**src/rtl/rom_loader_if.sv**
```systemverilog
// Download-port and SDRAM write-port bundle for the ROM loader.
// master = loader side, slave = host/SDRAM side.
interface rom_loader_if #(
   parameter int AW = 24
);
   logic          ioctl_download;
   logic          ioctl_wr;
   logic [7:0]    ioctl_dout;
   logic          ioctl_wait;
   logic          sd_we;
   logic          sd_wrack;
   logic [AW-1:0] sd_waddr;
   logic [7:0]    sd_din;

   modport master (
      input  ioctl_download, ioctl_wr, ioctl_dout, sd_wrack,
      output ioctl_wait, sd_we, sd_waddr, sd_din
   );

   modport slave (
      output ioctl_download, ioctl_wr, ioctl_dout, sd_wrack,
      input  ioctl_wait, sd_we, sd_waddr, sd_din
   );
endinterface

```
**src/rtl/rom_loader.sv**
```systemverilog
// Streams download bytes into SDRAM via a toggle handshake; >=2 cycles per byte.
// The host is held off with ioctl_wait until each write is acknowledged; size/header/mask are reported on done.
module rom_loader #(
   parameter int AW      = 24,
   parameter int HDR_BIT = 9
) (
   input  logic          clk_sys,
   input  logic          RESET_n,
   rom_loader_if.master  io,
   output logic [AW-1:0] rom_size,
   output logic          romhdr,
   output logic [AW-1:0] rom_mask,
   output logic          busy,
   output logic          done,
   output logic          overrun
);
   typedef enum logic [2:0] {SYNC, IDLE, LOAD, ACK, MASK, FIN} state_t;

   localparam logic [AW-1:0] ONE     = {{(AW-1){1'b0}}, 1'b1};
   localparam logic [AW-1:0] HDR_LEN = ONE << HDR_BIT;

   state_t        state;
   logic          dl_q;
   logic          dl_pend;
   logic          dl_rise;
   logic [AW-1:0] body;
   logic [AW-1:0] mask_tgt;

   assign dl_rise = io.ioctl_download && !dl_q;
   assign busy    = (state != IDLE) && (state != SYNC);

   // An empty or header-only image clamps the target to 0 instead of wrapping.
   always_comb begin
      body     = romhdr ? (rom_size - HDR_LEN) : rom_size;
      mask_tgt = (body == '0) ? '0 : (body - ONE);
   end

   always_ff @(posedge clk_sys or negedge RESET_n) begin
      if (!RESET_n) begin
         state         <= SYNC;
         dl_q          <= 1'b0;
         dl_pend       <= 1'b0;
         io.ioctl_wait <= 1'b0;
         io.sd_we      <= 1'b0;
         io.sd_waddr   <= '0;
         io.sd_din     <= '0;
         rom_size      <= '0;
         romhdr        <= 1'b0;
         rom_mask      <= '0;
         done          <= 1'b0;
         overrun       <= 1'b0;
      end else begin
         dl_q <= io.ioctl_download;
         done <= 1'b0;
         case (state)
            SYNC: begin
               io.sd_we <= io.sd_wrack;
               if (dl_rise) dl_pend <= 1'b1;
               state <= IDLE;
            end
            IDLE: begin
               if (dl_rise || dl_pend) begin
                  dl_pend     <= 1'b0;
                  io.sd_waddr <= '0;
                  rom_size    <= '0;
                  overrun     <= 1'b0;
                  state       <= LOAD;
               end
            end
            LOAD: begin
               if (io.ioctl_wr) begin
                  io.sd_din     <= io.ioctl_dout;
                  io.sd_we      <= ~io.sd_we;
                  io.ioctl_wait <= 1'b1;
                  state         <= ACK;
               end else if (!io.ioctl_download) begin
                  romhdr   <= rom_size[HDR_BIT];
                  rom_mask <= '0;
                  state    <= MASK;
               end
            end
            ACK: begin
               if (io.ioctl_wr) overrun <= 1'b1;
               if (io.sd_we == io.sd_wrack) begin
                  io.ioctl_wait <= 1'b0;
                  io.sd_waddr   <= io.sd_waddr + ONE;
                  rom_size      <= rom_size + ONE;
                  state         <= LOAD;
               end
            end
            MASK: begin
               if (dl_rise) dl_pend <= 1'b1;
               if (rom_mask < mask_tgt) begin
                  rom_mask <= {rom_mask[AW-2:0], 1'b1};
               end else begin
                  done  <= 1'b1;
                  state <= FIN;
               end
            end
            FIN: begin
               if (dl_rise) dl_pend <= 1'b1;
               state <= IDLE;
            end
            default: state <= SYNC;
         endcase
      end
   end
endmodule

```
**src/flat_wrapper.sv**
```systemverilog
// flat-port wrapper written by rule: the top's interface ports become plain ports
module rom_loader_flat 
#(
   parameter int AW      = 24,
   parameter int HDR_BIT = 9
)
  (clk_sys, RESET_n, rom_size, romhdr, rom_mask, busy, done, overrun, io_ioctl_download, io_ioctl_wr, io_ioctl_dout, io_sd_wrack, io_ioctl_wait, io_sd_we, io_sd_waddr, io_sd_din);
  rom_loader_if #(.AW(AW)) io_i ();
  input  logic clk_sys;
  input  logic RESET_n;
  output logic [AW-1:0] rom_size;
  output logic romhdr;
  output logic [AW-1:0] rom_mask;
  output logic busy;
  output logic done;
  output logic overrun;
  input wire logic [$bits(io_i.ioctl_download)-1:0] io_ioctl_download;
  input wire logic [$bits(io_i.ioctl_wr)-1:0] io_ioctl_wr;
  input wire logic [$bits(io_i.ioctl_dout)-1:0] io_ioctl_dout;
  input wire logic [$bits(io_i.sd_wrack)-1:0] io_sd_wrack;
  output wire logic [$bits(io_i.ioctl_wait)-1:0] io_ioctl_wait;
  output wire logic [$bits(io_i.sd_we)-1:0] io_sd_we;
  output wire logic [$bits(io_i.sd_waddr)-1:0] io_sd_waddr;
  output wire logic [$bits(io_i.sd_din)-1:0] io_sd_din;
  assign io_i.ioctl_download = io_ioctl_download;
  assign io_i.ioctl_wr = io_ioctl_wr;
  assign io_i.ioctl_dout = io_ioctl_dout;
  assign io_i.sd_wrack = io_sd_wrack;
  assign io_ioctl_wait = io_i.ioctl_wait;
  assign io_sd_we = io_i.sd_we;
  assign io_sd_waddr = io_i.sd_waddr;
  assign io_sd_din = io_i.sd_din;
  rom_loader #(.AW(AW), .HDR_BIT(HDR_BIT)) u_core (.clk_sys(clk_sys), .RESET_n(RESET_n), .io(io_i), .rom_size(rom_size), .romhdr(romhdr), .rom_mask(rom_mask), .busy(busy), .done(done), .overrun(overrun));
endmodule
```
**config.mk**
```make
export PLATFORM = sky130hd
export DESIGN_NAME = rom_loader_flat
export DESIGN_NICKNAME = d
export VERILOG_FILES = /design/src/rtl/rom_loader_if.sv /design/src/rtl/rom_loader.sv /design/src/flat_wrapper.sv
export SDC_FILE = /design/constraint.sdc
export NUM_CORES = 1
export LEC_CHECK = 0
export CAP_MARGIN = 20
export CELL_PAD_IN_SITES_DETAIL_PLACEMENT = 0
export CELL_PAD_IN_SITES_GLOBAL_PLACEMENT = 2
export CORE_ASPECT_RATIO = 0.8
export CORE_MARGIN = 10
export CORE_UTILIZATION = 35
export DETAILED_ROUTE_END_ITERATION = 6
export DONT_BUFFER_PORTS = 1
export GPL_TIMING_DRIVEN = 0
export PLACE_DENSITY = 0.8
export SLEW_MARGIN = 10
export SYNTH_ARGS = -nofsm -noshare
export SYNTH_HDL_FRONTEND = slang
export SYNTH_SLANG_ARGS = --single-unit
```
**constraint.sdc**
```tcl
create_clock -name clk_sys -period 12.1 [get_ports clk_sys]
set_input_delay 1.21 -clock clk_sys [delete_from_list [all_inputs] [get_ports clk_sys]]
set_output_delay 1.21 -clock clk_sys [all_outputs]
set_load 0.02 [all_outputs]
```
==> summary.txt, run 1 <==
Die
  • Die area: between 0.02 and 0.025 mm2
  • Starting Density: 0.3619
  • Die H: 134.9 um
  • Core area: 0.01595 mm2
  • Die Width: 163.6 um
  • Num rows: 41
  • IO Count: 99

Worst setup path
  • Reg2Reg Depth: 22
  • CP top delay family: simple AND/OR/NAND/NOR gates
  • Reg-to-Reg End: u_core.rom_mask[7]$_DFFE_PN0P_
  • Critical path's slowest cell: nor4bb_1
  • Critical path, cell by cell: clkbuf_1 -> clkbuf_1 -> inv_1 -> ha_1 -> buf_2 -> nor4bb_1 -> nand4_1 -> xnor2_1 -> nor4_1 -> nand4_1 -> buf_2 -> buf_1 -> nand2_1 -> ha_1 -> a21oi_1 -> nor2b_1 -> or4_1 -> a21oi_1 -> o211a_1 -> o211ai_4 -> buf_8 -> mux2i_1
  • CP bufs+invs: 7
  • Worst Setup Path Type: flop to flop
  • Critical Path Fanout Max: 10
  • FF-to-FF Start: u_core.rom_size[10]$_DFFE_PN0P_
  • Reg-to-reg setup timing slack: roughly 6.2 ns
  • Critical Path End Type: flop
  • Crit path required time: 12.32 ns
  • Critical path's largest stage delay: 0.70 ns
  • Crit path arrival time: approximately 6 ns
  • CP startpoint kind: flop

Finish
  • # diodes: 0
  • Filler Cell Count: between 1,500 and 2,000
  • Area Growth Syn to Fin: 11.38%
  • Nets: 693
  • Share of post-route cells with drive strength above 1: 0.06849

Timing
  • TNS Setup: 0 ns
  • Slew headroom: 0.3677
  • Tightest Pin Transition: 0.9412 ns
  • Pins over their slew limit: 0
  • Post-layout min period: 5.942 ns
  • # setup viols final: 0
  • Final WS setup: 6.158 ns
  • Final period utilization: 0.4910
  • Fmax: 168.3 MHz
  • Final Hold Vio Count: 0
  • Clock skew: between 0.01 and 0.015 ns
  • RSZ-0062 raised after global routing: no

Worst hold path
  • HP Class: primary input to asynchronous set/reset pin

Yosys
  • Distinct cells, synth: 63
  • Mapped Cells: 640
  • Mapped Area: about 0.0058 mm2
  • EDFF count, synth: 0
  • Synth warn: 0
  • Asr flop ratio synth: 1.000
  • Synth Register Bits: 90
  • Syn_area_per_cell: 9.022 um2
  • Synth Flop Type: dfrtp_1
  • Sequential-to-total area share from yosys stat: 0.3900
  • Syn nets: 681

Global routing
  • Global route overflow: 0
  • First-pass GRT wire length: ~25 mm
  • Initial antenna violation count: 0
  • Vias in the first global route: between 4,000 and 5,000
  • Gr usage total: 0.1406
  • Largest net degree at the start of global routing: 91

Routing
  • DRT Pass-1 Iters: 5
  • Total number of vias: 4,470
  • Detailed Route Iter0 Violations: 172
  • Final antenna-violating net count: 0
  • Final WL: ~15 mm
  • WL per Instance: 17.38 um
  • Vias/cell: ~5.1
  • DRC: 0

Pwr
  • PwrDens: approximately 240 mW/mm2
  • Peak supply drop: 0.00007362 V
  • Leakage: 2.980 nW

Clock tree
  • Max Root-Sink Buffers: 2
  • Post-CTS Setup Repair Bufs: 0
  • CTS Hold Bufs: 0
  • H-tree depth: 3
  • CTS Root Cell: clkbuf_16
  • Worst-path clk slew: 0.07 ns
  • TritonCTS clock tree: yes
  • CTS Buf Count: 9
  • Worst skew pair latency: 0.35 ns
  • CTS sink count: 90
  • Post-cts resize count: 0

Placed design
  • Placer Congestion: 0.7581
  • IO buf count: 0
  • HPWL after detailed placement: 11.75 mm
  • Dpl ws: 6.116 ns

Run status
  • Status: complete, no violations

Job
  • Reported max-cap violation count: 0
==> final cells by class <==
class                           count  area (um2)  share of cell area
Multi-Input combinational cell    485        3248              0.5051
Sequential cell                    90        2252              0.3502
Tap cell                          215       269.0             0.04183
Clock buffer                        9       225.2             0.03502
Buffer                             33       158.9             0.02471
Clock inverter                      7       146.4             0.02276
Inverter                           32       120.1             0.01868
Timing Repair Buffer                1       11.26            0.001751
==> how the worst max path moves through the flow <==
stage / from / to / slack (ns) / cells past startpoint
floorplan: u_core.rom_size[10]$_DFFE_PN0P_ / u_core.state[0]$_DFFE_PN0P_ / 7.23 / 22
finish: u_core.rom_size[10]$_DFFE_PN0P_ / u_core.rom_mask[7]$_DFFE_PN0P_ / 6.16 / 22
CTS: u_core.rom_size[10]$_DFFE_PN0P_ / u_core.state[0]$_DFFE_PN0P_ / 6.10 / 22
global placement: u_core.rom_size[10]$_DFFE_PN0P_ / u_core.state[0]$_DFFE_PN0P_ / 6.26 / 22
global route: u_core.rom_size[10]$_DFFE_PN0P_ / u_core.rom_mask[18]$_DFFE_PN0P_ / 5.56 / 22
detailed placement: u_core.rom_size[10]$_DFFE_PN0P_ / u_core.state[0]$_DFFE_PN0P_ / 6.12 / 22
==> synthesized netlist by cell type, drive strengths merged (4+ instances only) <==
library cell / n / share of area
a21oi: 19 / 0.016
ha: 28 / 0.061
nor2: 61 / 0.040
nor3: 16 / 0.015
and3: 16 / 0.017
xnor2: 29 / 0.044
clkbuf: 24 / 0.016
nor4b: 5 / 0.0076
nand3: 33 / 0.029
nand2b: 4 / 0.0043
mux2i: 27 / 0.047
nand4: 9 / 0.011
and2: 8 / 0.0087
a211oi: 8 / 0.010
o21ai: 29 / 0.026
dfrtp: 90 / 0.39
mux2: 9 / 0.018
buf: 9 / 0.012
nor2b: 6 / 0.0065
nor4: 6 / 0.012
nand2: 77 / 0.050
or3: 7 / 0.0076
inv: 32 / 0.021
xor2: 40 / 0.061
==> report_power, final <==
group / internal, W / total [W] / leakage [nW] / switching [W]
logic: 0.000276 / 0.000625 / 1.60 / 0.000349
clock network: 0.000225 / 0.000350 / 0.181 / 0.000126
registers: 0.000374 / 0.000562 / 1.20 / 0.000188
==> flip-flops by register name, indices dropped and copies added (netlist names), 3 cells and up <==
register / flops
u_core.io.sd_waddr: 24
u_core.rom_size: 24
u_core.rom_mask: 24
u_core.state: 3
u_core.io.sd_din: 8
==> metal layers <==
| metal | GRT usage | vias up | wire length, um |
|---|---|---|---|
| met5 | 0 | - | 0 |
| met4 | 0.03370 | 0 | 147 |
| met3 | 0.05650 | 9 | 1185 |
| met2 | 0.2150 | 71 | 6678 |
| met1 | 0.1813 | 2154 | 7143 |
| li1 | - | 2236 | - |
==> placed cells by master, fill, tap and decap left out, types with 3 or more instances in the layout <==
cell type,netlist,routed
dfrtp_1,90,90
nand2_1,77,77
nor2_1,61,61
xor2_1,40,40
nand3_1,33,33
inv_1,32,32
xnor2_1,29,29
ha_1,28,28
mux2i_1,27,27
o21ai_0,27,27
clkbuf_1,24,24
a21oi_1,19,19
and3_1,16,16
nor3_1,15,14
clkbuf_16,0,9
a211oi_1,8,8
nand4_1,8,8
and2_1,8,8
mux2_2,8,8
or3_1,7,7
nor2b_1,6,6
nor4b_1,5,5
buf_2,4,4
nor4_1,4,4
nand2b_1,4,4
bufinv_16,0,4
o31ai_1,3,3
o21bai_1,3,3
o21a_1,3,3
o2111ai_1,3,3
or2_2,3,3
a21o_1,3,3
and4_1,3,3
==> through the flow <==
| step | instances | utilization | hold slack [ns] | power (W) | instance area (um2) |
|---|---|---|---|---|---|
| floorplan | 640 | - | 0.5270 | 0.001030 | 5774 |
| global placement | 855 | 0.3788 | 0.5431 | 0.001172 | 6043 |
| detailed placement | 856 | 0.3798 | 0.5546 | 0.001207 | 6060 |
| CTS | 872 | 0.4031 | 0.5341 | 0.001562 | 6431 |
| global route | 872 | 0.4031 | 0.5258 | 0.001675 | 6431 |
| finish | 872 | 0.4031 | 0.5478 | 0.001537 | 6431 |
==> kinds of logic (layout without fill, tap and decap cells) <==
| logic type | Yosys count | count (layout) | synth area share |
|---|---|---|---|
| and+or+nand+nor | 269 | 269 | 0.2386 |
| DFF | 90 | 90 | 0.3900 |
| AOI/OAI and AO/OA | 83 | 83 | 0.09339 |
| xor gates and xnor gates | 69 | 69 | 0.1047 |
| buffers and inverters | 65 | 82 | 0.04832 |
| muxes | 36 | 36 | 0.06436 |
| adders and majority gates | 28 | 28 | 0.06067 |
(Power assumes the default switching activity.)
==> run 2: changes to the inputs <==
--- a/config.mk
+++ b/config.mk
@@ -14,7 +14,7 @@
 export DETAILED_ROUTE_END_ITERATION = 6
 export DONT_BUFFER_PORTS = 1
 export GPL_TIMING_DRIVEN = 0
-export PLACE_DENSITY = 0.8
+export PLACE_DENSITY = 0.83
 export SLEW_MARGIN = 10
 export SYNTH_ARGS = -nofsm -noshare
 export SYNTH_HDL_FRONTEND = slang
==> constraint.sdc (replaced) <==
create_clock -name clk_sys -period 5.31 [get_ports clk_sys]
set_input_delay 0.531 -clock clk_sys [delete_from_list [all_inputs] [get_ports clk_sys]]
set_output_delay 0.531 -clock clk_sys [all_outputs]
set_load 0.02 [all_outputs]
==> run 2 against run 1 <==
Effect of this change:
- flip-flop and latch count stayed put
- total power up 120%
- global-route usage is 0.28 points higher
- critical path depth is 1 lower
- critical path type unchanged
==> summary.txt, run 2 (synthesis gave the netlist of run 1 again) <==
Run status
  • Status: complete, no violations

Routing
  • DRC: 0 (unchanged)
  • Detailed Route Iter0 Violations: 235 (+37%)
  • WL per Instance: 17.57 um (+1.1%)
  • Final antenna-violating net count: 0 (unchanged)
  • DRT Pass-1 Iters: 5 (unchanged)
  • Vias/cell: 5.147 (+0.42%)
  • Total number of vias: 4,504 (+0.76%)
  • Final WL: 15.38 mm (+1.5%)

Finish
  • Area Growth Syn to Fin: 12.57%
  • Final instance area: 0.006500 mm2 (+1.1%)
  • Top flop regs: u_core.io.sd_waddr x24, u_core.rom_mask x24, u_core.rom_size x24
  • Commonest cells after routing, fill and taps aside: dfrtp_1 (89), nand2_1 (77), nor2_1 (61)
  • Most common cell after layout, fill and taps aside: dfrtp_1
  • Share of post-route cells with drive strength above 1: 0.08788 (+0.01939)
  • Reg area: 0.002253 mm2 (about the same)
  • Multi-input gate area: 0.003299 mm2 (+1.6%)
  • # diodes: 0 (unchanged)
  • Filler Cell Count: 1,580 (-0.94%)
  • Nets: 696 (+0.43%)

Worst setup path
  • Critical Path Fanout Max: 19 (+9)
  • Reg-to-reg setup timing slack: 0.40 ns (-5.76 ns)
  • Critical Path End Type: flop
  • CP startpoint kind: flop
  • Crit path required time: 5.57 ns (-6.75 ns)
  • FF-to-FF Start: u_core.rom_size[10]$_DFFE_PN0P_
  • Critical path origin: u_core.rom_size[10]$_DFFE_PN0P_
  • Crit path arrival time: 5.17 ns (-0.99 ns)
  • Worst Setup Path Type: flop to flop

Global routing
  • Vias in the first global route: 4,644 (+2.7%)
  • Global route overflow: 0 (unchanged)
  • Initial antenna violation count: 0 (unchanged)
  • First-pass GRT wire length: 25.51 mm (+2.0%)
  • Gr usage total: 0.1435 (+0.002834)
  • Largest net degree at the start of global routing: 91 (unchanged)

Timing
  • TNS Setup: 0 ns (unchanged)
  • Slew headroom: 0.4045 (+0.03680)
  • Pins over their slew limit: 0 (unchanged)
  • Tightest Pin Transition: 0.8865 ns (-0.05477 ns)
  • Final period utilization: 0.9248 (+0.4337)
  • # setup viols final: 0 (unchanged)
  • Fmax: 203.6 MHz (+21%)
  • Post-layout min period: 4.910 ns (-1.031 ns)
  • Final Hold Vio Count: 0 (unchanged)
  • Clock skew: 0.008068 ns (-0.003031 ns)

Pwr
  • Clock network fraction of design power: 0.211 (-0.017)
  • PwrDens: 530.6 mW/mm2 (+120%)
  • Pwr Total: 0.003449 W (+120%)
  • Sequential share of power: 0.373 (+0.007)
  • Peak supply drop: 0.0001815 V (+150%)
  • Switching part of the total: 0.4360 (+0.005007)
  • Sw power: 0.001503 W (+130%)
  • Internal power: 0.001945 W (+120%)
  • Leakage: 3.018 nW (+1.3%)
  • Comb pwr share: 0.416 (+0.010)

Die
  • IO Count: 99 (unchanged)
  • Die area: 0.02207 mm2 (unchanged)
  • Core area: 0.01595 mm2 (unchanged)
  • Die Width: 163.6 um (unchanged)
  • Starting Density: 0.3619 (unchanged)
  • Die H: 134.9 um (unchanged)
  • Num rows: 41 (unchanged)

Clock tree
  • Worst-path clk slew: 0.06 ns (about the same)
  • CTS sink count: 90 (unchanged)
  • TritonCTS clock tree: yes
  • Worst skew pair latency: 0.35 ns (about the same)
  • H-tree depth: 3 (unchanged)
  • CTS Root Cell: clkbuf_16
  • Max Root-Sink Buffers: 2 (unchanged)
  • CTS Buf Count: 9 (unchanged)

Worst hold path
  • HP Class: primary input to asynchronous set/reset pin

Placed design
  • IO buf count: 0 (unchanged)
  • HPWL after detailed placement: 11.82 mm (+0.59%)
  • Placed Area: 0.006060 mm2 (unchanged)
  • Placer Congestion: 0.7670 (+1.2%)

Job
  • Reported max-cap violation count: 0 (unchanged)
[run 2: changes by cell type in the layout (fill, tap and decap cells not counted), sizes merged]
cell and delta:
bufinv -1, clkbuf +3, buf +2, clkinvlp +1, inv -2
[run 2: path summary, 6_finish.rpt]
| check | depth (start not counted) | to |
|---|---|---|
| max in group asynchronous | 1 | u_core.rom_mask[8]$_DFFE_PN0P_ |
| min in group clk_sys | 0 | u_core.dl_q$_DFF_PN0_ |
| max | 21 | u_core.rom_mask[1]$_DFFE_PN0P_ |
| max reg2reg | 21 | u_core.rom_mask[1]$_DFFE_PN0P_ |
| min reg2reg | 2 | u_core.dl_pend$_DFFE_PN0P_ |
| min | 1 | u_core.io.sd_waddr[6]$_DFFE_PN0P_ |
[run 2: critical path, cell delays in order, from the launching register on]
cell      delay, ns
dfrtp_2        0.47
clkbuf_2       0.20
clkbuf_2       0.23
inv_1          0.09
ha_1           0.13
buf_2          0.20
nor4bb_4       0.33
nand4_1        0.21
xnor2_2        0.24
nor4_2         0.27
nand4_1        0.21
clkbuf_4       0.26
nand2_1        0.11
ha_1           0.24
a211oi_1       0.21
o21ai_0        0.09
or4_1          0.42
a21oi_1        0.15
o211a_1        0.22
o211ai_4       0.13
buf_4          0.20
mux2i_1        0.17
[run 2: layout make-up]
cell class / count / area share
Buffer: 32 / 0.02483
Clock buffer: 11 / 0.03580
Clock inverter: 5 / 0.01578
Inverter: 32 / 0.01848
Multi-Input combinational cell: 485 / 0.5076
Sequential cell: 90 / 0.3467
Tap cell: 215 / 0.04139
Timing Repair Buffer: 5 / 0.009432
[run 2: timing repair]
| action | 4_1_cts | 5_1_grt |
|---|---|---|
| gates resized for setup | 7 | 7 |
| hold endpoints to repair | 90 | 0 |
| buffers inserted | 0 | 3 |
| pin swaps | 0 | 1 |
| endpoints found under the setup margin | 26 | 25 |
| hold buffers | 1 | 0 |
[run 2: power by group through the flow]
| stage | sequential, W | combinational, W | clock (W) |
|---|---|---|---|
| global route | 0.00132 | 0.00168 | 0.000774 |
| detailed placement | 0.00131 | 0.00143 | 0 |
| global placement | 0.00130 | 0.00137 | 0 |
| finish | 0.00129 | 0.00143 | 0.000729 |
| floorplan | 0.00120 | 0.00115 | 0 |
| CTS | 0.00130 | 0.00145 | 0.000748 |
[run 2: metrics by stage]
stage | utilization | worst slack (ns) | hold slack, ns | std cells
floorplan | - | 0.4386 | 0.2354 | 640
global placement | 0.3788 | -0.5312 | 0.2388 | 855
detailed placement | 0.3798 | -0.6059 | 0.2386 | 856
CTS | 0.4044 | 0.006996 | 0.1195 | 872
global route | 0.4074 | -0.0006017 | 0.1193 | 875
finish | 0.4074 | 0.3995 | 0.08571 | 875
[run 2: metal layers]
layer	global-route usage	wire (um)	vias up
met1	0.1817	7042	2174
met4	0.03816	149	0
met5	0	0	-
met3	0.05711	1253	10
met2	0.2220	6931	77
li1	-	-	2243
